===== src/rtl/gpu_vtx_dispatch.sv =====
// Vertex dispatcher: buffers mem_mgr vertices in a FIFO tagged with an object ID,
// offers them round-robin to LANES pipeline lanes, collects lane results in dispatch
// order, drops exception results (counted) and drives one registered pixel stream.
//
// Ports:
//   iClock, iReset               clock, synchronous active-high reset
//   iEnable/iInitObj/iInitVtx    mem_mgr controls; iVertexX/Y/Z vertex coordinates
//   oVtxReady, oOverflow         FIFO has room; sticky dropped-vertex flag
//   oLaneValid/iLaneReady        one-hot vertex offer / per-lane accept
//   oLaneX/Y/Z, oLaneObj         shared vertex bus (FIFO head) and its object ID
//   iResValid/iResX/iResY/iResExc, oResReady   per-lane result handshake
//   oPixValid/oPixX/oPixY/oPixObj, iPixReady   registered pixel output
//   oExcCount, oBusy             saturating exception count; activity flag
module gpu_vtx_dispatch #(
  parameter int unsigned DATA_W = 16,
  parameter int unsigned DEPTH  = 8,
  parameter int unsigned LANES  = 2,
  parameter int unsigned OBJ_W  = 4
) (
  input  logic                      iClock,
  input  logic                      iReset,
  input  logic                      iEnable,
  input  logic                      iInitObj,
  input  logic                      iInitVtx,
  input  logic [DATA_W-1:0]         iVertexX,
  input  logic [DATA_W-1:0]         iVertexY,
  input  logic [DATA_W-1:0]         iVertexZ,
  output logic                      oVtxReady,
  output logic                      oOverflow,
  output logic [LANES-1:0]          oLaneValid,
  input  logic [LANES-1:0]          iLaneReady,
  output logic [DATA_W-1:0]         oLaneX,
  output logic [DATA_W-1:0]         oLaneY,
  output logic [DATA_W-1:0]         oLaneZ,
  output logic [OBJ_W-1:0]          oLaneObj,
  input  logic [LANES-1:0]          iResValid,
  input  logic [LANES*DATA_W-1:0]   iResX,
  input  logic [LANES*DATA_W-1:0]   iResY,
  input  logic [LANES-1:0]          iResExc,
  output logic [LANES-1:0]          oResReady,
  output logic                      oPixValid,
  output logic [DATA_W-1:0]         oPixX,
  output logic [DATA_W-1:0]         oPixY,
  output logic [OBJ_W-1:0]          oPixObj,
  input  logic                      iPixReady,
  output logic [15:0]               oExcCount,
  output logic                      oBusy
);

  localparam int unsigned PtrW  = $clog2(DEPTH);
  localparam int unsigned LaneW = (LANES > 1) ? $clog2(LANES) : 1;
  localparam int unsigned InfW  = $clog2(DEPTH * LANES + 1);
  localparam logic [InfW-1:0]  InfMax   = InfW'(DEPTH * LANES);
  localparam logic [LaneW-1:0] LaneLast = LaneW'(LANES - 1);

  // Vertex FIFO storage and pointers (extra MSB distinguishes full from empty)
  logic [DATA_W-1:0] fifo_x_q   [DEPTH];
  logic [DATA_W-1:0] fifo_y_q   [DEPTH];
  logic [DATA_W-1:0] fifo_z_q   [DEPTH];
  logic [OBJ_W-1:0]  fifo_obj_q [DEPTH];
  logic [PtrW:0]     wptr_q, rptr_q;
  logic [OBJ_W-1:0]  obj_q, obj_d;

  // Per-lane object ID FIFOs; occupancy is bounded by the in-flight cap and
  // round-robin dispatch, so no full/empty tracking is needed.
  logic [OBJ_W-1:0]  id_q      [LANES][DEPTH];
  logic [PtrW-1:0]   id_wptr_q [LANES];
  logic [PtrW-1:0]   id_rptr_q [LANES];

  logic [LaneW-1:0]  dptr_q, cptr_q;
  logic [InfW-1:0]   inflight_q;
  logic [15:0]       exc_cnt_q;
  logic              overflow_q;
  logic              pix_valid_q;
  logic [DATA_W-1:0] pix_x_q, pix_y_q;
  logic [OBJ_W-1:0]  pix_obj_q;

  logic              empty, full, push, dispatch, collect_en, collect;
  logic [PtrW-1:0]   rd_idx, wr_idx;
  logic              lane_rdy_sel, res_valid_sel, res_exc_sel;
  logic [DATA_W-1:0] res_x_sel, res_y_sel;
  logic [OBJ_W-1:0]  res_obj_sel;
  logic              disp_valid;

  assign rd_idx = rptr_q[PtrW-1:0];
  assign wr_idx = wptr_q[PtrW-1:0];
  assign empty  = (wptr_q == rptr_q);
  assign full   = (wptr_q[PtrW] != rptr_q[PtrW]) && (wr_idx == rd_idx);
  assign push   = iEnable && iInitVtx && !full;
  // A vertex arriving with iInitObj belongs to the new object
  assign obj_d  = obj_q + OBJ_W'(iEnable && iInitObj);

  // Lane-selected handshake and result signals
  always_comb begin
    lane_rdy_sel  = 1'b0;
    res_valid_sel = 1'b0;
    res_exc_sel   = 1'b0;
    res_x_sel     = '0;
    res_y_sel     = '0;
    res_obj_sel   = '0;
    for (int unsigned k = 0; k < LANES; k++) begin
      if (dptr_q == LaneW'(k)) lane_rdy_sel = iLaneReady[k];
      if (cptr_q == LaneW'(k)) begin
        res_valid_sel = iResValid[k];
        res_exc_sel   = iResExc[k];
        res_x_sel     = iResX[k*DATA_W +: DATA_W];
        res_y_sel     = iResY[k*DATA_W +: DATA_W];
        res_obj_sel   = id_q[k][id_rptr_q[k]];
      end
    end
  end

  assign disp_valid = !empty && (inflight_q != InfMax);
  assign dispatch   = disp_valid && lane_rdy_sel;
  // Only accept a result when the pixel register is free or draining this cycle
  assign collect_en = (inflight_q != '0) && (!pix_valid_q || iPixReady);
  assign collect    = collect_en && res_valid_sel;

  assign oVtxReady  = !full;
  assign oOverflow  = overflow_q;
  assign oLaneValid = disp_valid ? (LANES'(1) << dptr_q) : '0;
  assign oLaneX     = fifo_x_q[rd_idx];
  assign oLaneY     = fifo_y_q[rd_idx];
  assign oLaneZ     = fifo_z_q[rd_idx];
  assign oLaneObj   = fifo_obj_q[rd_idx];
  assign oResReady  = collect_en ? (LANES'(1) << cptr_q) : '0;
  assign oPixValid  = pix_valid_q;
  assign oPixX      = pix_x_q;
  assign oPixY      = pix_y_q;
  assign oPixObj    = pix_obj_q;
  assign oExcCount  = exc_cnt_q;
  assign oBusy      = !empty || (inflight_q != '0) || pix_valid_q;

  // Data storage, not reset: validity is tracked by the pointers
  always_ff @(posedge iClock) begin
    if (push) begin
      fifo_x_q[wr_idx]   <= iVertexX;
      fifo_y_q[wr_idx]   <= iVertexY;
      fifo_z_q[wr_idx]   <= iVertexZ;
      fifo_obj_q[wr_idx] <= obj_d;
    end
    if (dispatch) id_q[dptr_q][id_wptr_q[dptr_q]] <= fifo_obj_q[rd_idx];
  end

  always_ff @(posedge iClock) begin
    if (iReset) begin
      wptr_q      <= '0;
      rptr_q      <= '0;
      obj_q       <= '0;
      dptr_q      <= '0;
      cptr_q      <= '0;
      inflight_q  <= '0;
      exc_cnt_q   <= '0;
      overflow_q  <= 1'b0;
      pix_valid_q <= 1'b0;
      pix_x_q     <= '0;
      pix_y_q     <= '0;
      pix_obj_q   <= '0;
      for (int unsigned k = 0; k < LANES; k++) begin
        id_wptr_q[k] <= '0;
        id_rptr_q[k] <= '0;
      end
    end else begin
      obj_q <= obj_d;
      if (push) wptr_q <= wptr_q + 1'b1;
      if (iEnable && iInitVtx && full) overflow_q <= 1'b1;
      if (dispatch) begin
        rptr_q            <= rptr_q + 1'b1;
        dptr_q            <= (dptr_q == LaneLast) ? '0 : dptr_q + 1'b1;
        id_wptr_q[dptr_q] <= id_wptr_q[dptr_q] + 1'b1;
      end
      if (collect) begin
        cptr_q            <= (cptr_q == LaneLast) ? '0 : cptr_q + 1'b1;
        id_rptr_q[cptr_q] <= id_rptr_q[cptr_q] + 1'b1;
      end
      unique case ({dispatch, collect})
        2'b10:   inflight_q <= inflight_q + 1'b1;
        2'b01:   inflight_q <= inflight_q - 1'b1;
        default: ;
      endcase
      if (collect && res_exc_sel && (exc_cnt_q != 16'hFFFF)) exc_cnt_q <= exc_cnt_q + 16'd1;
      if (collect && !res_exc_sel) begin
        pix_valid_q <= 1'b1;
        pix_x_q     <= res_x_sel;
        pix_y_q     <= res_y_sel;
        pix_obj_q   <= res_obj_sel;
      end else if (iPixReady) begin
        pix_valid_q <= 1'b0;
      end
    end
  end

endmodule


===== config.mk =====
export PLATFORM = sky130hd
export DESIGN_NAME = gpu_vtx_dispatch
export DESIGN_NICKNAME = d
export VERILOG_FILES = /design/src/rtl/gpu_vtx_dispatch.sv
export SDC_FILE = /design/constraint.sdc
export NUM_CORES = 1
export LEC_CHECK = 0
export BUFFER_PORTS_ARGS = -buffer_cell sky130_fd_sc_hd__buf_2
export CORE_MARGIN = 2
export CORE_UTILIZATION = 66
export CTS_BUF_LIST = sky130_fd_sc_hd__clkbuf_4 sky130_fd_sc_hd__clkbuf_8
export CTS_CLUSTER_DIAMETER = 50
export DETAILED_ROUTE_END_ITERATION = 10
export PLACE_DENSITY = 0.88
export SLEW_MARGIN = 20
export SYNTH_ARGS = -nofsm -noshare
export SYNTH_HDL_FRONTEND = slang
export SYNTH_SLANG_ARGS = --single-unit

===== constraint.sdc =====
create_clock -name iClock -period 18.1 [get_ports iClock]
set_input_delay 3.62 -clock iClock [delete_from_list [all_inputs] [get_ports iClock]]
set_output_delay 3.62 -clock iClock [all_outputs]
set_load 0.02 [all_outputs]

==> run summary <==
Status: finished clean
DR pass1 iterations: 7
Final Max Slew Viols: 0
Top cells by area, synth: edfxtp_1 65%, mux4_2 12%, dfxtp_1 6.9%
DR vias/cell: 6.16
IO Pins: 236
Yosys reg bits: 570
Die area: 35900 sq um
H-tree levels: 3
Worst Hold Path EP: oOverflow
All-layer global routing usage: 26.4%
Arrival @ worst endpoint: 4.40 ns
Max-cap violations: 0
Post-synth EDFFs: 492
Resize count post-CTS: 0
Most used DFF post-synth: edfxtp_1
DRT Wirelength: 46300 um
Worst Max-Slew Pin Slew: 1.02 ns
Total Nets Final: 1610
1st-iter DRT viols: 984
Syn-to-layout area delta: 14.6%
Util after Layout: 77.2%
Hold_sp: oOverflow
Unrepaired setup endpoints after global routing: false
Most frequent cell on the critical path: buf_2
TritonCTS clock tree: done
Pleak: 8.82 nW
Reg2reg end: inflight_q[4]
Required time worst endpoint: 14.48 ns
Ratio of cells with drive above 1 in the final layout: 39.9%
Crit share post-route: 44.3%
Critical Path End Type: primary output
Fmax: 125 MHz
Cells along the critical path: buf_2, nand2b_1, o21ai_2, nor2_1, buf_2
Overall power: 3.26 mW
Average size of a mapped cell: 18.8 sq um
CP startpoint: iPixReady
CP max stage cell: nand2b_1
Cts bufs inserted: 86
CTS max path bufs: 3
Std-Cell Rows: 67
Residual DRC count: 0
Root Driver: clkbuf_8
Wirelength per Cell: 23.3 um
Starting Density: 67.4%
R2r worst-path depth: 11
Initial antenna violation count: 5
Internal power: 2.34 mW
Synth cell types: 61
Peak VDD IR: 90.4 uV
Largest net degree at the start of global routing: 103
Slew Limit Headroom: 32.0%
Hold WS: 0.483 ns
Final hold violations: 0
Logic pwr share: 20.8%
Die H: 190 um
Hold path cells: 2
Crit path time final: 8.02 ns
Area leader, netlist: edfxtp_1
P_sw: 0.919 mW
Crit Path Class: in2out
First-pass GRT wire length: 70800 um
Hold Crit Class: reg2reg
Total setup buffers inserted after CTS: 0
Reg power frac: 48.1%
CTS Sinks: 570
Crit path max fanout: 9
Clk_skew: 0.0192 ns
Clock transition at the registers of the reported paths: 0.06 ns
Routed Antenna Nets: 0
Register-to-Register Setup Slack: 14.45 ns
FF-to-FF Start: wptr_q[0]
Die width: 190 um
Switch share: 28.2%
Final Setup Violations: 0
Skew-Pair Late Insertion Delay: 0.63 ns
Post-DP HPWL: 28000 um
Mapped Cells: 1207
Synth Net Count: 1341
PwrDens: 125 nW/um^2
Yosys warning count: 0
Total grt overflow: 0
Core ar.: 33700 sq um
Input/output buffers: 235
Area after DPL: 24300 sq um
Number of global-route vias before repair: 12700
Top-area cell type share of the netlist area: 65.0%
Synth async-reset ratio: 0%
Syn Std Cell Area: 22700 sq um
Setup crit start kind: primary input
Gp weighted congestion: 0.789
CP peak stage delay: 0.21 ns
Final Cell Area: 26000 sq um
Vias: 12300
Clock power frac: 31.1%
Post-synthesis sequential area ratio: 71.9%
Setup_tns: 0 ns
Hold Buf Count CTS: 0
[registers in the layout, indices dropped and copies added (netlist names), named ones only]
register	cells
cptr_q	1
dptr_q	1
fifo_obj_q	32
fifo_x_q	128
fifo_y_q	128
fifo_z_q	128
id_q	64
id_rptr_q	6
id_wptr_q	6
inflight_q	5
oExcCount	16
oOverflow	1
oPixObj	4
oPixValid	1
oPixX	16
oPixY	16
obj_q	4
rptr_q	4
wptr_q	4
[how the worst max path moves through the flow]
| stage | depth (start not counted) | slack (ns) | end |
|---|---|---|---|
| floorplan | 4 | 9.88 | fifo_obj_q[0][0] |
| global placement | 5 | 10.09 | oResReady[1] |
| detailed placement | 5 | 10.08 | oResReady[0] |
| CTS | 5 | 10.08 | oResReady[0] |
| global route | 5 | 10.01 | oResReady[0] |
| finish | 5 | 10.08 | oResReady[0] |
[power by group through the flow]
stage | logic [mW] | clock network, mW | registers (mW)
after floorplan | 0.495 | 0 | 1.59
after global placement | 0.640 | 0 | 1.60
after detailed placement | 0.663 | 0 | 1.61
after CTS | 0.667 | 1.03 | 1.58
after global routing | 0.735 | 1.08 | 1.58
final | 0.678 | 1.01 | 1.57
[worst max-delay path: cells and delay by family]
kind	cells	cell delay (ns)
buffers and inverters	2	0.29
and+or+nand+nor	2	0.28
AOI/OAI and AO/OA	1	0.20
[synth_stat cells, types with 2 or more instances]
library cell / instances
or2_2: 3
nand2_1: 17
dfxtp_1: 78
inv_1: 11
o21bai_1: 6
nand4_1: 6
a21o_1: 2
edfxtp_1: 492
nor3_2: 5
buf_2: 19
ha_1: 10
mux4_2: 120
nor2_1: 72
nor4_1: 10
xnor2_1: 4
nor2b_1: 17
xor2_1: 9
o31ai_1: 9
mux2i_1: 46
clkbuf_1: 40
a211oi_1: 34
o21ai_0: 4
nand4_2: 2
nor3_1: 23
nor4_2: 2
or4_1: 8
mux2_4: 7
nand3_1: 10
a221oi_1: 4
mux2_2: 64
buf_6: 3
nand2b_1: 12
a21oi_1: 14
a31o_2: 3
and4_1: 2
and2_1: 3
or3_1: 3
buf_1: 7
or4_2: 3
a31oi_1: 2
[cell type report]
type | count | area, sq um
Inverter | 12 | 45.0
Clock inverter | 33 | 216
Sequential cell | 570 | 16300
Tap cell | 448 | 561
Timing Repair Buffer | 252 | 1320
Fill cell | 1752 | 7680
Multi-Input combinational cell | 554 | 6090
Antenna cell | 3 | 7.51
Clock buffer | 118 | 1440
[cells by family after synthesis]
logic type | synth area share, %
AOI/OAI and AO/OA | 2.97
DFF | 71.9
and+or+nand+nor | 4.91
muxes | 17.6
adders and majority gates | 0.551
buffers and inverters | 1.60
xor gates and xnor gates | 0.501
[metrics by stage]
step                      worst slack (ns)  cells
after floorplan                       9.88   1207
after global placement               10.09   1835
final                                10.08   1990
after CTS                            10.08   1986
after detailed placement             10.08   1835
after global routing                 10.01   1988
[placed cells by master (no fill, tap or decap), types with 7 or more instances in the layout]
cell type / count
clkbuf_8: 89
nor2b_1: 17
ha_1: 10
buf_4: 15
buf_2: 235
a21oi_1: 14
edfxtp_1: 492
nor4_1: 9
nand3_1: 10
mux2_4: 7
xor2_1: 9
nand2b_1: 12
dfxtp_1: 74
mux4_2: 120
o31ai_1: 9
clkbuf_4: 29
nor3_2: 8
a211oi_1: 34
or4_1: 8
nand2_1: 17
inv_1: 11
mux2_2: 64
nor2_1: 67
nor3_1: 20
mux2i_1: 46
clkinv_1: 19
[metal layers]
| layer | vias up | track usage [%] | wire (um) | share of wire, % |
|---|---|---|---|---|
| met1 | 6134 | 33.1 | 17100 | 37 |
| met5 | - | 0 | 21 | 0.045 |
| met2 | 580 | 44.8 | 24100 | 52 |
| met4 | 4 | 10.4 | 1080 | 2.3 |
| li1 | 5454 | - | - | - |
| met3 | 83 | 6.39 | 3910 | 8.4 |
Power figures use the tool's default switching activity.
